File: config.mk
export PLATFORM = sky130hd
export DESIGN_NAME = bisng_corr_flat
export DESIGN_NICKNAME = d
export VERILOG_FILES = /design/src/rtl/bisng_if.sv /design/src/rtl/bisng_corr.sv /design/src/flat_wrapper.sv
export SDC_FILE = /design/constraint.sdc
export NUM_CORES = 1
export LEC_CHECK = 0
export CAP_MARGIN = 20
export CORE_AREA = 2 2 71 73
export CTS_CLUSTER_DIAMETER = 50
export DETAILED_ROUTE_END_ITERATION = 8
export DIE_AREA = 0 0 73 75
export MAX_ROUTING_LAYER = met4
export PLACE_DENSITY_LB_ADDON = 0.25
export SLEW_MARGIN = 20
export SYNTH_ARGS = -nofsm -noshare
export SYNTH_HDL_FRONTEND = slang
export SYNTH_SLANG_ARGS = --single-unit
File: constraint.sdc
create_clock -name clk -period 3.51 [get_ports clk]
set_clock_uncertainty 0.15 [all_clocks]
set_input_delay 0.702 -clock clk [delete_from_list [all_inputs] [get_ports clk]]
set_output_delay 0.702 -clock clk [all_outputs]
set_load 0.01 [all_outputs]
File: src/rtl/bisng_if.sv
// Handshake and stream bundle for the correlated bipolar SNG.
//   start, val_a, val_b   : run request and two's-complement operands
//   seed_load, seed       : LFSR seed update (honoured only while idle)
//   busy                  : run in progress
//   out_a, out_b, out_vld : stream bits and their valid flag
//   done                  : pulse with the last valid bit of a run
// master drives requests (the producer of operands); slave is the generator.
interface bisng_if #(
  parameter int unsigned WIDTH = 8
);
  logic             start;
  logic [WIDTH-1:0] val_a;
  logic [WIDTH-1:0] val_b;
  logic             seed_load;
  logic [WIDTH-1:0] seed;
  logic             busy;
  logic             out_a;
  logic             out_b;
  logic             out_vld;
  logic             done;

  modport master (
    output start, val_a, val_b, seed_load, seed,
    input  busy, out_a, out_b, out_vld, done
  );

  modport slave (
    input  start, val_a, val_b, seed_load, seed,
    output busy, out_a, out_b, out_vld, done
  );
endinterface

File: src/rtl/bisng_corr.sv
// Correlated bipolar stochastic number generator.
// Two signed operands are offset to unsigned and compared every cycle against one
// shared maximal-length LFSR, giving two maximally correlated bitstreams. Each run
// is exactly one LFSR period (2^WIDTH-1 bits), so each ones-count equals the offset
// operand exactly.
// Ports:
//   clk   : clock
//   rst_n : synchronous active-low reset
//   bus   : bisng_if slave (start/val_a/val_b/seed_load/seed in;
//           busy/out_a/out_b/out_vld/done out)
module bisng_corr #(
  parameter int unsigned      WIDTH = 8,
  parameter logic [WIDTH-1:0] SEED  = WIDTH'(8'h5A)
) (
  input logic     clk,
  input logic     rst_n,
  bisng_if.slave  bus
);

  generate
    if (!(WIDTH == 8 || WIDTH == 10 || WIDTH == 12 || WIDTH == 16)) begin : gen_bad_width
      $error("bisng_corr: WIDTH must be 8, 10, 12 or 16");
    end
    if (SEED == '0) begin : gen_bad_seed
      $error("bisng_corr: SEED must be nonzero");
    end
  endgenerate

  // Tap positions expressed as a mask over the current state (bit tap-1).
  localparam logic [15:0] TapMaskFull = (WIDTH == 8)  ? 16'h00B8 :
                                        (WIDTH == 10) ? 16'h0240 :
                                        (WIDTH == 12) ? 16'h0829 : 16'hD008;
  localparam logic [WIDTH-1:0] TapMask  = TapMaskFull[WIDTH-1:0];
  localparam logic [WIDTH-1:0] MsbFlip  = {1'b1, {(WIDTH-1){1'b0}}};
  localparam logic [WIDTH-1:0] CntFull  = '1;
  localparam logic [WIDTH-1:0] CntPenul = {{(WIDTH-1){1'b1}}, 1'b0};

  typedef enum logic {StIdle, StRun} state_e;

  state_e           state_q, state_d;
  logic [WIDTH-1:0] seed_q;
  logic [WIDTH-1:0] lfsr_q;
  logic [WIDTH-1:0] cnt_q;     // number of bits emitted in the current run
  logic [WIDTH-1:0] off_a_q, off_b_q;
  logic             out_a_q, out_b_q, out_vld_q, done_q;

  logic             last_bit;
  logic             b2b;
  logic             accept_idle;
  logic             emit;
  logic             seed_upd;
  logic [WIDTH-1:0] off_a_in, off_b_in;
  logic [WIDTH-1:0] cmp_lfsr, cmp_off_a, cmp_off_b;
  logic             done_d;

  function automatic logic [WIDTH-1:0] lfsr_step(input logic [WIDTH-1:0] s);
    return {s[WIDTH-2:0], ^(s & TapMask)};
  endfunction

  // State register
  always_ff @(posedge clk) begin
    if (!rst_n) begin
      state_q <= StIdle;
    end else begin
      state_q <= state_d;
    end
  end

  // Next-state logic
  always_comb begin
    state_d = state_q;
    unique case (state_q)
      StIdle: if (bus.start) state_d = StRun;
      StRun:  if (cnt_q == CntFull && !bus.start) state_d = StIdle;
      default: state_d = StIdle;
    endcase
  end

  // Output / datapath control
  always_comb begin
    off_a_in    = bus.val_a ^ MsbFlip;
    off_b_in    = bus.val_b ^ MsbFlip;
    last_bit    = (state_q == StRun) && (cnt_q == CntFull);
    accept_idle = (state_q == StIdle) && bus.start;
    // A start in the last-bit cycle restarts immediately: the new run's first bit
    // is produced on this edge from the fresh operands and the seed, so no gap.
    b2b         = last_bit && bus.start;
    emit        = ((state_q == StRun) && !last_bit) || b2b;
    seed_upd    = (state_q == StIdle) && bus.seed_load && (bus.seed != '0);
    cmp_lfsr    = b2b ? seed_q   : lfsr_q;
    cmp_off_a   = b2b ? off_a_in : off_a_q;
    cmp_off_b   = b2b ? off_b_in : off_b_q;
    done_d      = emit && !b2b && (cnt_q == CntPenul);
  end

  always_ff @(posedge clk) begin
    if (!rst_n) begin
      seed_q    <= SEED;
      lfsr_q    <= SEED;
      cnt_q     <= '0;
      off_a_q   <= '0;
      off_b_q   <= '0;
      out_a_q   <= 1'b0;
      out_b_q   <= 1'b0;
      out_vld_q <= 1'b0;
      done_q    <= 1'b0;
    end else begin
      if (seed_upd) begin
        seed_q <= bus.seed;
      end
      if (accept_idle || b2b) begin
        off_a_q <= off_a_in;
        off_b_q <= off_b_in;
      end
      if (accept_idle) begin
        lfsr_q <= seed_q;
        cnt_q  <= '0;
      end else if (emit) begin
        lfsr_q <= lfsr_step(cmp_lfsr);
        cnt_q  <= b2b ? WIDTH'(1) : cnt_q + WIDTH'(1);
      end
      out_vld_q <= emit;
      out_a_q   <= emit && (cmp_off_a >= cmp_lfsr);
      out_b_q   <= emit && (cmp_off_b >= cmp_lfsr);
      done_q    <= done_d;
    end
  end

  assign bus.busy    = (state_q == StRun);
  assign bus.out_a   = out_a_q;
  assign bus.out_b   = out_b_q;
  assign bus.out_vld = out_vld_q;
  assign bus.done    = done_q;

endmodule
File: src/flat_wrapper.sv
// flat-port wrapper written by rule: the top's interface ports become plain ports
module bisng_corr_flat 
#(
  parameter int unsigned      WIDTH = 8,
  parameter logic [WIDTH-1:0] SEED  = WIDTH'(8'h5A)
)
  (clk, rst_n, bus_start, bus_val_a, bus_val_b, bus_seed_load, bus_seed, bus_busy, bus_out_a, bus_out_b, bus_out_vld, bus_done);
  bisng_if #(.WIDTH(WIDTH)) bus_i ();
  input logic clk;
  input logic rst_n;
  input wire logic [$bits(bus_i.start)-1:0] bus_start;
  input wire logic [$bits(bus_i.val_a)-1:0] bus_val_a;
  input wire logic [$bits(bus_i.val_b)-1:0] bus_val_b;
  input wire logic [$bits(bus_i.seed_load)-1:0] bus_seed_load;
  input wire logic [$bits(bus_i.seed)-1:0] bus_seed;
  output wire logic [$bits(bus_i.busy)-1:0] bus_busy;
  output wire logic [$bits(bus_i.out_a)-1:0] bus_out_a;
  output wire logic [$bits(bus_i.out_b)-1:0] bus_out_b;
  output wire logic [$bits(bus_i.out_vld)-1:0] bus_out_vld;
  output wire logic [$bits(bus_i.done)-1:0] bus_done;
  assign bus_i.start = bus_start;
  assign bus_i.val_a = bus_val_a;
  assign bus_i.val_b = bus_val_b;
  assign bus_i.seed_load = bus_seed_load;
  assign bus_i.seed = bus_seed;
  assign bus_busy = bus_i.busy;
  assign bus_out_a = bus_i.out_a;
  assign bus_out_b = bus_i.out_b;
  assign bus_out_vld = bus_i.out_vld;
  assign bus_done = bus_i.done;
  bisng_corr #(.WIDTH(WIDTH), .SEED(SEED)) u_core (.clk(clk), .rst_n(rst_n), .bus(bus_i));
endmodule
After elaboration in Yosys (flattened, before gate mapping)
Cells that the tools add are included.
- bits of input ports: 28
- output and inout bits: 5
- register bits after elaboration: 45
- word-level logic and storage cells: 48
- multiplexer cells: 9
- $lt $le $gt $ge: 2
- reduce and logical (&&, ||, !) cells: 20
- equal/unequal tests: 2
- bitwise operators: 4
- add/subtract/negate cells: 1
- operator list (cell ; number):
    8-bit two-way mux ; 6
    8-bit equality test, second input constant ; 2
    8-bit >= comparator ; 2
    1-bit logical AND ; 11
    8-bit by 1-bit adder with 8-bit output, second input constant ; 1
    8-bit nonzero test ; 1
    8-bit parity ; 1
    1-bit inverter ; 4
    1-bit logical NOT ; 3
    1-bit logical OR ; 2
    1-bit two-way mux ; 2
    1-bit case mux with 2 select lines ; 1
    2-bit nonzero test ; 1
    2-bit OR reduction ; 1

Logic depth before layout (Yosys ltp)
- word-level depth: 7
- mapped depth: 13
- gate-level depth less buffers: 11

Worst setup path after synthesis
No wires, ideal clock.
- path kind: reg-to-reg
- from: register u_core.cnt_q[0]
- to: register u_core.out_a_q, in the netlist u_core.bus.out_a
- path buffers: 2
- setup time: 115 ps
- required time: 3245 ps
- stages on the path, launching flop included: 13
- setup slack: 383 ps
- arrival: 2863 ps
- period minus slack after synthesis: 3127 ps
- cell sequence: dfxtp_1 -> ha_1 -> nand3_1 -> or3_1 -> buf_2 -> buf_1 -> mux2i_1 -> ha_1 -> a21o_1 -> a221o_1 -> a21oi_1 -> o21ai_0 -> o21a_1
- cells in the longest elaborated chain, start to end: 6
- elaborated cells between the ends (all ways): 10
- those cells by class: 1 x order compare; 1 x eq/ne; 2 x mux; 6 x reduce/logical
- RTL lines (element ; RTL line ; text):
    start, declared ; bisng_corr.sv:43 ; logic [WIDTH-1:0] cnt_q;
    start signal, assigned ; bisng_corr.sv:120 ; cnt_q <= b2b ? WIDTH'(1) : cnt_q + WIDTH'(1);
    8-bit equality test (*) ; bisng_corr.sv:83 ; last_bit = (state_q == StRun) && (cnt_q == CntFull);
    1-bit logical AND (*) ; bisng_corr.sv:83 ;
    1-bit logical AND or 1-bit logical NOT (tied branches) ; bisng_corr.sv:87, bisng_corr.sv:88 ;
    8-bit two-way mux (tied with other cells) ; bisng_corr.sv:91 ; cmp_off_a = b2b ? off_a_in : off_a_q;
    8-bit >= comparator or 1-bit logical OR (tied branches) ; bisng_corr.sv:123, bisng_corr.sv:88 ;
    1-bit logical AND (*) ; bisng_corr.sv:123 ; out_a_q <= emit && (cmp_off_a >= cmp_lfsr);
    end signal, assigned ; bisng_corr.sv:123 ;
    end, declared ; bisng_corr.sv:45 ; logic out_a_q, out_b_q, out_vld_q, done_q;
Mark *: on every way between the ends. The rest lies on a longest branch, timed or not.
A chain may end at the register's enable or synchronous reset.

Final worst setup path
- from: input bus_start
- to: register u_core.out_a_q, in the netlist u_core.bus.out_a
- cells in the longest elaborated chain, start to end: 4
- elaborated cells between the ends (all ways): 6
- those cells by class: 1 x order compare; 2 x mux; 3 x reduce/logical
- RTL lines (element ; RTL line ; text):
    start, declared ; flat_wrapper.sv:11 ; input wire logic [$bits(bus_i.start)-1:0] bus_start;
    1-bit logical AND (*) ; bisng_corr.sv:87 ; b2b = last_bit && bus.start;
    8-bit two-way mux (on tied branches) ; bisng_corr.sv:91, bisng_corr.sv:90 ;
    8-bit >= comparator ; bisng_corr.sv:123 ;
    1-bit logical AND (*) ; bisng_corr.sv:123 ;
Marks and branches as above.

==> Implementation_results.wiki <==
{| class="wikitable"
! Metric !! Value
|-
| Status || completed
|-
| Area contributors post-synth || sky130_fd_sc_hd__dfxtp_1 35%, sky130_fd_sc_hd__nand2_1 14%, sky130_fd_sc_hd__ha_1 7.9%, sky130_fd_sc_hd__mux2i_1 6.3%, sky130_fd_sc_hd__a21boi_0 4.4%
|-
| Placed cell count || 400
|-
| Cell Pwr Density || between 300 and 400 mW/mm^2
|-
| Final total negative setup slack || 0 ns
|-
| Maximum buffer depth of the clock tree || 2
|-
| Sort of element at the start of the critical path || input port
|-
| Number of pins with negative max-slew slack in the final report || 0
|-
| Clock net sink count || between 40 and 50
|-
| Net count reported at finish || about 400
|-
| Post-layout utilization of the core || 0.6553
|-
| Leakage power || 1.299 nW
|-
| Overall die height || 75 um
|-
| Final setup violation count || 0
|-
| Setup bufs post-CTS || 0
|-
| Detailed route wirelength on metal2 || about 2600 um
|-
| Cell chosen for the clock root || sky130_fd_sc_hd__clkbuf_8
|-
| Wire length of the first global-routing pass || between 9000 and 10000 um
|-
| Worst skew pair latency || 0.30 ns
|-
| Post-synth top area share || 0.3549
|-
| Synthesis-to-layout area growth || 20.31%
|-
| Via/cell ratio || about 5.5
|-
| Cts repair resizes || 0
|-
| Data arrival time of the critical path || between 3 and 4 ns
|-
| Detailed-router iteration count before antenna repair || 4
|-
| Critical register-to-register path startpoint || u_core.cnt_q[0]$_SDFFE_PP0P_
|-
| Routed length per instance || between 10 and 15 um
|-
| Met3 wire length || between 200 and 250 um
|-
| Area of the core || approximately 0.0047 mm^2
|-
| Number of buffers created by CTS || 5
|-
| Final estimated routing congestion in global placement || ~0.89
|-
| Final Cycle Share || 0.9111
|-
| Die width || approximately 73 um
|-
| Largest net degree at the start of global routing || 23
|-
| Asr flop ratio synth || 0
|-
| Terminating pin of the worst hold path || u_core.off_a_q[0]$_SDFFE_PN0P_
|-
| Fraction of final layout cells with drive strength greater than 1 || 0.07345
|-
| Overall routed net length || about 5600 um
|-
| Peak Freq || 0.3127 GHz
|-
| Count of flip-flops with a built-in enable after synthesis || 0
|-
| Startpoint of the worst hold path || u_core.off_a_q[0]$_SDFFE_PN0P_
|-
| Fill cell total of the finished layout || between 400 and 500
|-
| ANT cells || 0
|-
| Reg clk slew, reported paths || 0.09 ns
|-
| Reg-to-reg setup timing slack || ~0.37 ns
|-
| Detailed-route via count || around 2.2k
|-
| Crit path required time || ~3.6 ns
|-
| Cell area after technology mapping || 0.002539 mm^2
|-
| Min-Delay Path Class || reg -> reg
|-
| Row count || 25
|-
| Count of input and output buffers || 32
|-
| Highest Signal Layer || met4
|-
| Number of storage elements in the synthesis netlist || 45
|-
| Number of H-tree branching levels || 2
|-
| Cell taking the most area after synthesis || sky130_fd_sc_hd__dfxtp_1
|-
| Top-count cell post-synth || sky130_fd_sc_hd__nand2_1
|-
| Average cell area after synthesis || 8.059 um^2
|-
| Number of top-level pins || 33
|-
| Post-Synthesis Net Count || 359
|-
| GRT Resource Usage Total || 0.2311
|-
| Top flip-flop cell by instance count after synthesis || sky130_fd_sc_hd__dfxtp_1
|-
| Post-route antenna net violation count || 0
|-
| IR drop worst, VDD || approximately 0.00019 V
|-
| Area of the die || approximately 0.0055 mm^2
|-
| Count of maximum capacitance violations || 0
|-
| Quantity of hold-fixing buffers added after cts || 0
|-
| Category of the critical setup timing path || in -> reg
|-
| Number of standard cells after synthesis || 315
|-
| Capturing point of the worst reg2reg path || u_core.bus.out_a$_SDFF_PN0_
|-
| Tightest slew margin relative to the limit || 0.6001
|-
| Final hold viol count || 0
|-
| Final critical delay including setup and external delays || 3.198 ns
|-
| Share of synthesized area occupied by flip-flops and latches || 0.3549
|-
| Worst Max-Slew Pin Slew || about 0.6 ns
|-
| Number of global-route vias before repair || 2218
|-
| Starting DRT DRC Count || between 80 and 90
|-
| Unrepaired setup endpoints after global routing || false
|-
| Number of warning messages in the yosys log || 0
|-
| Drc violations || 0
|-
| Register-to-Register Path Depth || 11
|-
| TritonCTS clock tree || built
|-
| Sum of routed wire segments on met1 || roughly 2700 um
|-
| Remaining global-route overflow || 0
|-
| Worst setup EP type || register
|-
| Netlist cell types || between 40 and 50
|-
| Top post-synthesis cells by count || 94 x sky130_fd_sc_hd__nand2_1, 45 x sky130_fd_sc_hd__dfxtp_1, 16 x sky130_fd_sc_hd__ha_1, 16 x sky130_fd_sc_hd__mux2i_1, 15 x sky130_fd_sc_hd__a21boi_0
|-
| Tightest hold margin || 0.3177 ns
|-
| Initial antenna violation count || 0
|-
| Critical-path maximum fanout || 12
|-
| Final HPWL DP || ~4200 um
|-
| Hold Path Cell Cnt || 2
|-
| Initial core utilization || 0.5447
|-
| Non-filler cells in the finished layout || between 400 and 500
|}
==> metal layers <==
| metal | global-route usage | vias up |
|---|---|---|
| li1 | - | 1167 |
| met1 | 0.2848 | 1009 |
| met2 | 0.3824 | 43 |
| met3 | 0.04685 | 11 |
| met4 | 0.06996 | 0 |
| met5 | - | - |
==> sequential cells by signal, indices dropped and copies added (netlist names) <==
register,cells
u_core.bus.busy,1
u_core.bus.done,1
u_core.bus.out_a,1
u_core.bus.out_b,1
u_core.bus.out_vld,1
u_core.cnt_q,8
u_core.lfsr_q,8
u_core.off_a_q,8
u_core.off_b_q,8
u_core.seed_q,8
==> worst max path at each step <==
stage | from | endpoint | slack, ns | cells past startpoint
CTS | bus_start | u_core.bus.out_a$_SDFF_PN0_ | 0.32 | 11
global route | bus_start | u_core.bus.out_a$_SDFF_PN0_ | 0.11 | 11
detailed placement | bus_start | u_core.bus.out_a$_SDFF_PN0_ | 0.02 | 11
finish | bus_start | u_core.bus.out_a$_SDFF_PN0_ | 0.31 | 11
global placement | bus_start | u_core.bus.out_a$_SDFF_PN0_ | 0.08 | 11
floorplan | u_core.cnt_q[0]$_SDFFE_PP0P_ | u_core.bus.out_a$_SDFF_PN0_ | 0.38 | 12
==> power breakdown <==
part / internal, W / switching (W)
Clock: 0.000141 / 0.000174
Combinational: 0.000105 / 0.0000979
Sequential: 0.000538 / 0.0000249
Total: 0.000785 / 0.000297
==> layout by cell type (no fill, tap or decap), drive strengths merged, types with 5 or more instances in the layout <==
cell type	count
a21oi	10
clkbuf	7
nand2	94
nor2	11
nor2b	7
o21ai	10
a221o	5
xor2	5
a21boi	15
ha	16
inv	6
clkdlybuf4s50	32
buf	14
nand3	8
xnor2	7
mux2i	16
dfxtp	45
==> worst max-delay path, stage by stage <==
cell                              delay [ns]
sky130_fd_sc_hd__clkdlybuf4s50_1        0.49
sky130_fd_sc_hd__nand2_1                0.08
sky130_fd_sc_hd__or3_1                  0.30
sky130_fd_sc_hd__buf_4                  0.20
sky130_fd_sc_hd__mux2i_1                0.22
sky130_fd_sc_hd__ha_1                   0.27
sky130_fd_sc_hd__a21o_1                 0.18
sky130_fd_sc_hd__a221o_1                0.34
sky130_fd_sc_hd__a21oi_1                0.18
sky130_fd_sc_hd__o21ai_0                0.11
sky130_fd_sc_hd__o21a_1                 0.17
==> through the flow <==
step	worst slack, ns	cell area, um^2	total power, W
3_5_place_dp	0.01574	2970	0.0007777
4_1_cts	0.3246	3054	0.001090
6_report	0.3121	3054	0.001081
2_1_floorplan	0.3828	2539	0.0006973
5_1_grt	0.1135	3054	0.001139
3_3_place_gp	0.07984	2970	0.0007732
==> kinds of logic (layout without fill, tap and decap cells) <==
family	count (synthesis)	after routing	share of synthesized area
compound gates	61	61	0.1715
xor+xnor	12	12	0.04140
fa+ha+maj	17	17	0.08280
buf+inv	21	60	0.03302
flops	45	45	0.3549
mux	17	17	0.06900
simple gates	142	142	0.2474
==> area by class of cell <==
type / instances / area [um^2] / share of cell area
clock buffer: 7 / 76.32 / 0.02499
clock inverter: 1 / 7.507 / 0.002458
inverter: 6 / 22.52 / 0.007374
multi-input combinational: 249 / 1554 / 0.5088
sequential: 45 / 900.9 / 0.2950
tap: 54 / 67.56 / 0.02212
timing repair buffer: 46 / 425.4 / 0.1393
(Power assumes the default switching activity.)
